$ cat src/rtl/apb_regbank_pkg.sv
// Shared types for the APB register bank: FSM states, decode error causes, address-to-index helper.
package apb_regbank_pkg;

   typedef enum logic [1:0] {
      IDLE,
      SETUP,
      ACCESS
   } state_t;

   localparam logic [2:0] ERR_NONE  = 3'd0;
   localparam logic [2:0] ERR_RANGE = 3'd1;
   localparam logic [2:0] ERR_ALIGN = 3'd2;
   localparam logic [2:0] ERR_RO    = 3'd3;
   localparam logic [2:0] ERR_PROT  = 3'd4;

   function automatic logic [63:0] addr_to_idx(input logic [63:0] offset, input int unsigned lane_bits);
      return offset >> lane_bits;
   endfunction

endpackage

$ cat src/rtl/apb_regbank_decode.sv
// Combinational PADDR/PWRITE/PPROT decoder producing a register index and an error cause.
// Latency 0; no flow control. APB_PPROT_CHECK_EN rejects unprivileged writes.
module apb_regbank_decode
   import apb_regbank_pkg::*;
#(
   parameter int                         APB_addr_length = 32,
   parameter int                         APB_strb_length = 2,
   parameter int                         NUM_REGS        = 8,
   parameter logic [APB_addr_length-1:0] BASE_ADDR       = 32'h0000_1000,
   parameter int                         IDX_W           = $clog2(NUM_REGS)
) (
   input  logic [APB_addr_length-1:0] paddr,
   input  logic                       pwrite,
   input  logic [2:0]                 pprot,
   output logic [IDX_W-1:0]           idx,
   output logic [2:0]                 err_cause
);

   localparam int LANE_BITS = $clog2(APB_strb_length);
   localparam logic [APB_addr_length-1:0] ALIGN_MASK =
      APB_addr_length'((64'd1 << LANE_BITS) - 64'd1);

   logic [APB_addr_length-1:0] offset;
   logic [63:0]                word_idx;

   always_comb begin
      offset    = paddr - BASE_ADDR;
      word_idx  = addr_to_idx(64'(offset), LANE_BITS);
      idx       = word_idx[IDX_W-1:0];
      err_cause = ERR_NONE;
      // Range is checked on the full-width index so aliasing high bits cannot wrap into the bank.
      if (paddr < BASE_ADDR || word_idx >= 64'(NUM_REGS))
         err_cause = ERR_RANGE;
      else if ((offset & ALIGN_MASK) != '0)
         err_cause = ERR_ALIGN;
      else if (pwrite && word_idx == 64'd0)
         err_cause = ERR_RO;
`ifdef APB_PPROT_CHECK_EN
      else if (pwrite && !pprot[0])
         err_cause = ERR_PROT;
`endif
   end

`ifndef APB_PPROT_CHECK_EN
   logic unused_pprot;
   assign unused_pprot = ^pprot;
`endif

endmodule

$ cat src/rtl/apb_regbank_slave.sv
// APB4 completer with NUM_REGS registers, ID at index 0, hardware update port; APB_PPROT_CHECK_EN enables PPROT write check.
// Completion on access cycle WAIT_STATES+1 (PREADY low before); register update and wr_pulse one cycle after PREADY.
module apb_regbank_slave
   import apb_regbank_pkg::*;
#(
   parameter int                         APB_addr_length = 32,
   parameter int                         APB_data_length = 16,
   parameter int                         APB_strb_length = 2,
   parameter int                         NUM_REGS        = 8,
   parameter logic [APB_addr_length-1:0] BASE_ADDR       = 32'h0000_1000,
   parameter int                         WAIT_STATES     = 1,
   parameter logic [APB_data_length-1:0] ID_VALUE        = 16'hA5B0
) (
   input  logic                                PCLK,
   input  logic                                PRESETn,
   input  logic [APB_addr_length-1:0]          PADDR,
   input  logic [2:0]                          PPROT,
   input  logic [APB_strb_length-1:0]          PSTRB,
   input  logic                                PSEL,
   input  logic                                PENABLE,
   input  logic                                PWRITE,
   input  logic [APB_data_length-1:0]          PWDATA,
   output logic [APB_data_length-1:0]          PRDATA,
   output logic                                PREADY,
   output logic                                PSLVERR,
   input  logic                                hw_we,
   input  logic [$clog2(NUM_REGS)-1:0]         hw_idx,
   input  logic [APB_data_length-1:0]          hw_wdata,
   output logic [NUM_REGS*APB_data_length-1:0] reg_q,
   output logic [NUM_REGS-1:0]                 wr_pulse
);

   localparam int         IDX_W = $clog2(NUM_REGS);
   localparam int         DW    = APB_data_length;
   localparam logic [3:0] WS    = 4'(WAIT_STATES);

   typedef struct packed {
      logic             wr;
      logic [2:0]       err;
      logic [IDX_W-1:0] idx;
   } xfer_t;

   state_t           state, state_nxt;
   logic [3:0]       wait_cnt, wait_cnt_nxt;
   xfer_t            xfer;
   logic [IDX_W-1:0] dec_idx;
   logic [2:0]       dec_err;
   logic             setup_seen, access_seen, done, wr_fire;
   logic [DW-1:0]    regs [NUM_REGS];
   logic [DW-1:0]    apb_merged;

   assign setup_seen  = PSEL && !PENABLE;
   assign access_seen = PSEL && PENABLE;

   apb_regbank_decode #(
      .APB_addr_length(APB_addr_length),
      .APB_strb_length(APB_strb_length),
      .NUM_REGS       (NUM_REGS),
      .BASE_ADDR      (BASE_ADDR),
      .IDX_W          (IDX_W)
   ) u_decode (
      .paddr    (PADDR),
      .pwrite   (PWRITE),
      .pprot    (PPROT),
      .idx      (dec_idx),
      .err_cause(dec_err)
   );

   always_ff @(posedge PCLK or negedge PRESETn) begin
      if (!PRESETn) begin
         state    <= IDLE;
         wait_cnt <= '0;
         xfer     <= '0;
      end else begin
         state    <= state_nxt;
         wait_cnt <= wait_cnt_nxt;
         if (setup_seen)
            xfer <= '{wr: PWRITE, err: dec_err, idx: dec_idx};
      end
   end

   // SETUP is the first access cycle; wait_cnt counts access cycles already spent before ACCESS.
   always_comb begin
      state_nxt    = IDLE;
      wait_cnt_nxt = '0;
      if (setup_seen) begin
         state_nxt = SETUP;
      end else if (access_seen && !done) begin
         case (state)
            SETUP: begin
               state_nxt    = ACCESS;
               wait_cnt_nxt = 4'd1;
            end
            ACCESS: begin
               state_nxt    = ACCESS;
               wait_cnt_nxt = (wait_cnt < WS) ? wait_cnt + 4'd1 : wait_cnt;
            end
            default: state_nxt = IDLE;
         endcase
      end
   end

   always_comb begin
      done = 1'b0;
      if (access_seen) begin
         case (state)
            SETUP:   done = (WS == 4'd0);
            ACCESS:  done = (wait_cnt == WS);
            default: done = 1'b0;
         endcase
      end
      PREADY  = done;
      PSLVERR = done && (xfer.err != ERR_NONE);
      wr_fire = done && xfer.wr && (xfer.err == ERR_NONE);
      PRDATA  = '0;
      if (done && !xfer.wr && xfer.err == ERR_NONE)
         PRDATA = (xfer.idx == '0) ? ID_VALUE : regs[xfer.idx];
   end

   always_comb begin
      apb_merged = regs[xfer.idx];
      for (int b = 0; b < APB_strb_length; b++)
         if (PSTRB[b])
            apb_merged[b*8 +: 8] = PWDATA[b*8 +: 8];
   end

   // Index 0 is the read-only ID slot, so neither port ever writes its storage.
   always_ff @(posedge PCLK or negedge PRESETn) begin
      if (!PRESETn) begin
         for (int i = 0; i < NUM_REGS; i++)
            regs[i] <= '0;
         wr_pulse <= '0;
      end else begin
         wr_pulse <= '0;
         for (int i = 1; i < NUM_REGS; i++) begin
            if (wr_fire && xfer.idx == IDX_W'(i)) begin
               regs[i]     <= apb_merged;
               wr_pulse[i] <= 1'b1;
            end else if (hw_we && hw_idx == IDX_W'(i)) begin
               regs[i] <= hw_wdata;
            end
         end
      end
   end

   always_comb begin
      reg_q = '0;
      for (int i = 0; i < NUM_REGS; i++)
         reg_q[i*DW +: DW] = regs[i];
   end

endmodule

$ cat config.mk
export PLATFORM = sky130hd
export DESIGN_NAME = apb_regbank_slave
export DESIGN_NICKNAME = d
export VERILOG_FILES = /design/src/rtl/apb_regbank_pkg.sv /design/src/rtl/apb_regbank_decode.sv /design/src/rtl/apb_regbank_slave.sv
export SDC_FILE = /design/constraint.sdc
export NUM_CORES = 1
export LEC_CHECK = 0
export CORE_MARGIN = 4
export CORE_UTILIZATION = 53
export DETAILED_ROUTE_END_ITERATION = 12
export PLACE_DENSITY_LB_ADDON = 0.05
export SYNTH_ARGS = -nofsm -noshare
export SYNTH_HDL_FRONTEND = slang
export SYNTH_HIERARCHICAL = 1
export SYNTH_SLANG_ARGS = --single-unit
$ cat constraint.sdc
create_clock -name PCLK -period 6.6 [get_ports PCLK]
set_input_delay 0.99 -clock PCLK [delete_from_list [all_inputs] [get_ports PCLK]]
set_output_delay 0.99 -clock PCLK [all_outputs]
set_load 0.005 [all_outputs]
==> flow_results.org <==
** Status
- The run finished with clean final reports.

** Placement
- The number of placed instances, taps included, is 1,069.
- Port-buffer cells :: 211
- The placed instances occupy a cell area of 10,300 sq um.
- The wire-length estimate of the detail-placed layout is 17,600 microns.
- Global placement routability congestion :: 0.856

** GRT
- Largest net degree at the start of global routing :: 74
- Global-route wire length before repair :: 40,200 microns
- Number of global-route vias before repair :: 7,129
- Global routing finished with a remaining overflow of 0.
- Overall track demand over capacity in global routing :: 29.5%
- Number of antenna violations at the first check in global routing :: 0

** Pwr
- Summing internal, switching and leakage power gives 2.88 mW.
- Leakage Power :: 4.52 nW
- The worst-case IR drop observed on VDD is 0.202 mV.
- In this run the power density over the cells is 267 nW/um^2.

** Layout
- Number of antenna diodes :: 0
- Design area :: 10,800 sq um
- The area growth from synthesis to layout is 33.2%.
- Share of layout cells above drive strength 1 :: 8.42%
- After the flow finishes, the layout carries non-filler instances totaling 1,099.
- Final nets :: 990

** Die
- The core region is 14,800 sq um.
- In this run the horizontal extent of the chip is 132 microns.
- Floorplan die area :: 17,300 sq um
- Die H :: 132 microns
- Std cell rows :: 44
- Starting Density :: 55.0%
- Top-level port count :: 232

** CTS
- Post-CTS setup buffer count :: 0
- Once the clock tree was built, the resizer swapped 0 gates to a different size.
- Counting the buffers created by CTS gives 17.
- Clock-pin transition on the worst setup and hold timing paths :: 0.05 ns
- Hold-fix buffer count after cts :: 0
- For the worst-skew pair, the clock arrives at the later sink with an insertion delay of 0.42 ns.
- CTS H-tree depth :: 4
- CTS sink count :: 132
- Counting along the longest clock path gives a buffer depth of 2.
- TritonCTS built the clock tree.
- Root buf cell :: clkbuf_16

** Timing
- Tcrit/Tclk final :: 75.2%
- Setup tns final :: 0 ns
- Transition time at the pin with the least slew margin :: 1.13 ns
- Hold WS :: 0.509 ns
- Final-report max-slew violation count :: 0
- Unrepaired setup endpoints after global routing :: no
- Min Clock Period, post-route :: 4.97 ns
- Worst slew margin relative to its limit :: 24.4%
- Total count of hold-check failures in the final report :: 0
- For this run, the top clock speed supported by timing is 201 MHz.
- Finish-stage setup viols :: 0
- For the final database, setup skew stands at 0.00785 ns.

** Synthesis
- After technology mapping, the gate count stands at 709.
- Yosys warns :: 38
- Distinct cell type count of the synthesized netlist :: 57
- In this run, synthesis produced a sequential element count of 132.
- In this run the mean area of a mapped cell was 11.4 sq um.
- In this run the cell area of the synthesized design comes to 8110 sq um.
- In the synthesized netlist the async set-or-reset flop fraction comes to 100%.
- Most used flip-flop cell after synthesis :: dfrtp_1
- Summing the sequential cell areas from Yosys gives 40.7% of the chip area.
- Post-synth EDFFs :: 0

** Routing
- Wire length per cell after detailed routing :: 23.6 microns
- The routed layout has 6,807 vias.
- Number of vias per cell :: 6.19
- First DRT Iteration DRCs :: 572
- Routed WL :: 26,000 microns
- DRC errors left :: 0
- The first detailed-routing pass ran for 5 iterations.
- Post-DRT Antenna Nets :: 0

** Worst setup path
- Kind of end point of the critical path :: output pin
- Family of cells with the greatest summed delay on the critical path :: simple AND/OR/NAND/NOR gates
- For the worst setup path, the data required time is 5.61 ns.
- For this design, the slowest cell found on the critical path is or4_1.
- On the worst path, the slowest cell contributes a delay of 0.81 ns.
- Chain of cells forming the critical path :: clkdlybuf4s50_1, nand2_1, or4_1, nand2b_1, nor2_1, clkdlybuf4s50_1
- The worst setup path is of the in2out kind.
- For the worst flop-to-flop path, the logic depth is 6.
- Critical-path maximum fanout :: 9
- Most Frequent Cell on Critical Path :: clkdlybuf4s50_1
- Crit path DAT :: 3.98 ns
- Number of cells on the critical path :: 6
- The critical path contains buffers and inverters numbering 2 combined.
- Startpoint types :: input port

** Flow run
- Across the run, the number of max-cap violations was 0.

** Hold path
- Class of the worst hold path :: reg2reg
- WHS Path Cells :: 1
logic make-up after synthesis:
group	Yosys count	share of synthesized area, %
simple gates	133	10.6
other cells	2	0.0926
mux	279	34.8
buf+inv	78	5.41
fa+ha+maj	8	1.23
xor+xnor	4	0.432
flops	132	40.7
compound gates	73	6.70
Yosys cell counts, drive strengths merged, types with 3 or more instances:
master,instances,area share [%]
and2,19,1.5
nand2b,3,0.23
o21a,3,0.28
o21ai,3,0.19
clkbuf,18,0.83
nand4b,3,0.32
a221o,16,2.0
or3,4,0.37
mux2,22,3.1
nor2b,5,0.39
or4,4,0.46
nor3b,3,0.34
nor2,18,1.0
a22oi,16,1.5
nand4,3,0.23
xnor2,3,0.32
nor4b,4,0.43
ha,8,1.2
nor4,11,1.2
a31oi,17,1.3
nor3,16,1.6
nand3,3,0.19
a21oi,9,0.56
buf,48,4.0
inv,12,0.56
nand2,27,1.2
mux2i,257,32
dfrtp,132,41
per-layer routing:
layer | part of all wire (%) | GRT usage [%]
met1 | 41 | 37.1
met2 | 49 | 49.6
met3 | 7.1 | 7.15
met4 | 3.0 | 10.7
met5 | 0 | 0
where the power goes:
group / total (mW) / leakage (nW) / switching (mW) / internal, mW
Combinational: 0.892 / 2.65 / 0.382 / 0.509
Sequential: 1.14 / 1.60 / 0.168 / 0.969
Clock: 0.854 / 0.269 / 0.332 / 0.522
cell type report:
class                      count  area [sq um]
clock buffer                  25           505
clock inverter                 5          25.0
fill                        1053          3950
inverter                      12          45.0
multi-input combinational    515          4470
sequential                   132          3310
tap                          184           230
timing repair buffer         226          2220
registers in the layout, indices dropped and copies added (netlist names):
register and cells:
wr_pulse 7, wait_cnt 4, reg_q 112, xfer 7, state 2
worst paths after layout:
kind	from	endpoint	slack, ns
max in group asynchronous	PRESETn	reg_q[28]	4.49
hold reg to reg	xfer[5]	xfer[5]	0.51
min in group asynchronous	PRESETn	reg_q[115]	0.63
hold / removal	xfer[5]	xfer[5]	0.51
setup reg to reg	xfer[0]	reg_q[49]	3.08
setup / recovery	PSEL	PRDATA[0]	1.63
cell usage in the layout (no fill, tap or decap), types with 4 or more instances in the layout:
cell type / count
a21oi_1: 9
a221o_1: 16
a22oi_1: 16
a31oi_1: 17
and2_1: 19
buf_4: 16
clkbuf_16: 17
clkbuf_8: 5
clkdlybuf4s50_1: 210
clkinv_2: 5
conb_1: 18
dfrtp_1: 131
ha_1: 8
inv_1: 12
mux2_1: 9
mux2_2: 13
mux2i_1: 257
nand2_1: 27
nor2_1: 16
nor3_1: 11
nor3_4: 5
nor4_1: 9
nor4b_1: 4
stage by stage:
step                      setup WS (ns)  utilization (%)
after floorplan                    3.42                -
after global placement             1.76             69.6
after detailed placement           1.74             69.6
after CTS                          1.73             73.2
after global routing               1.60             73.2
final                              1.63             73.2
(Power assumes the default switching activity.)
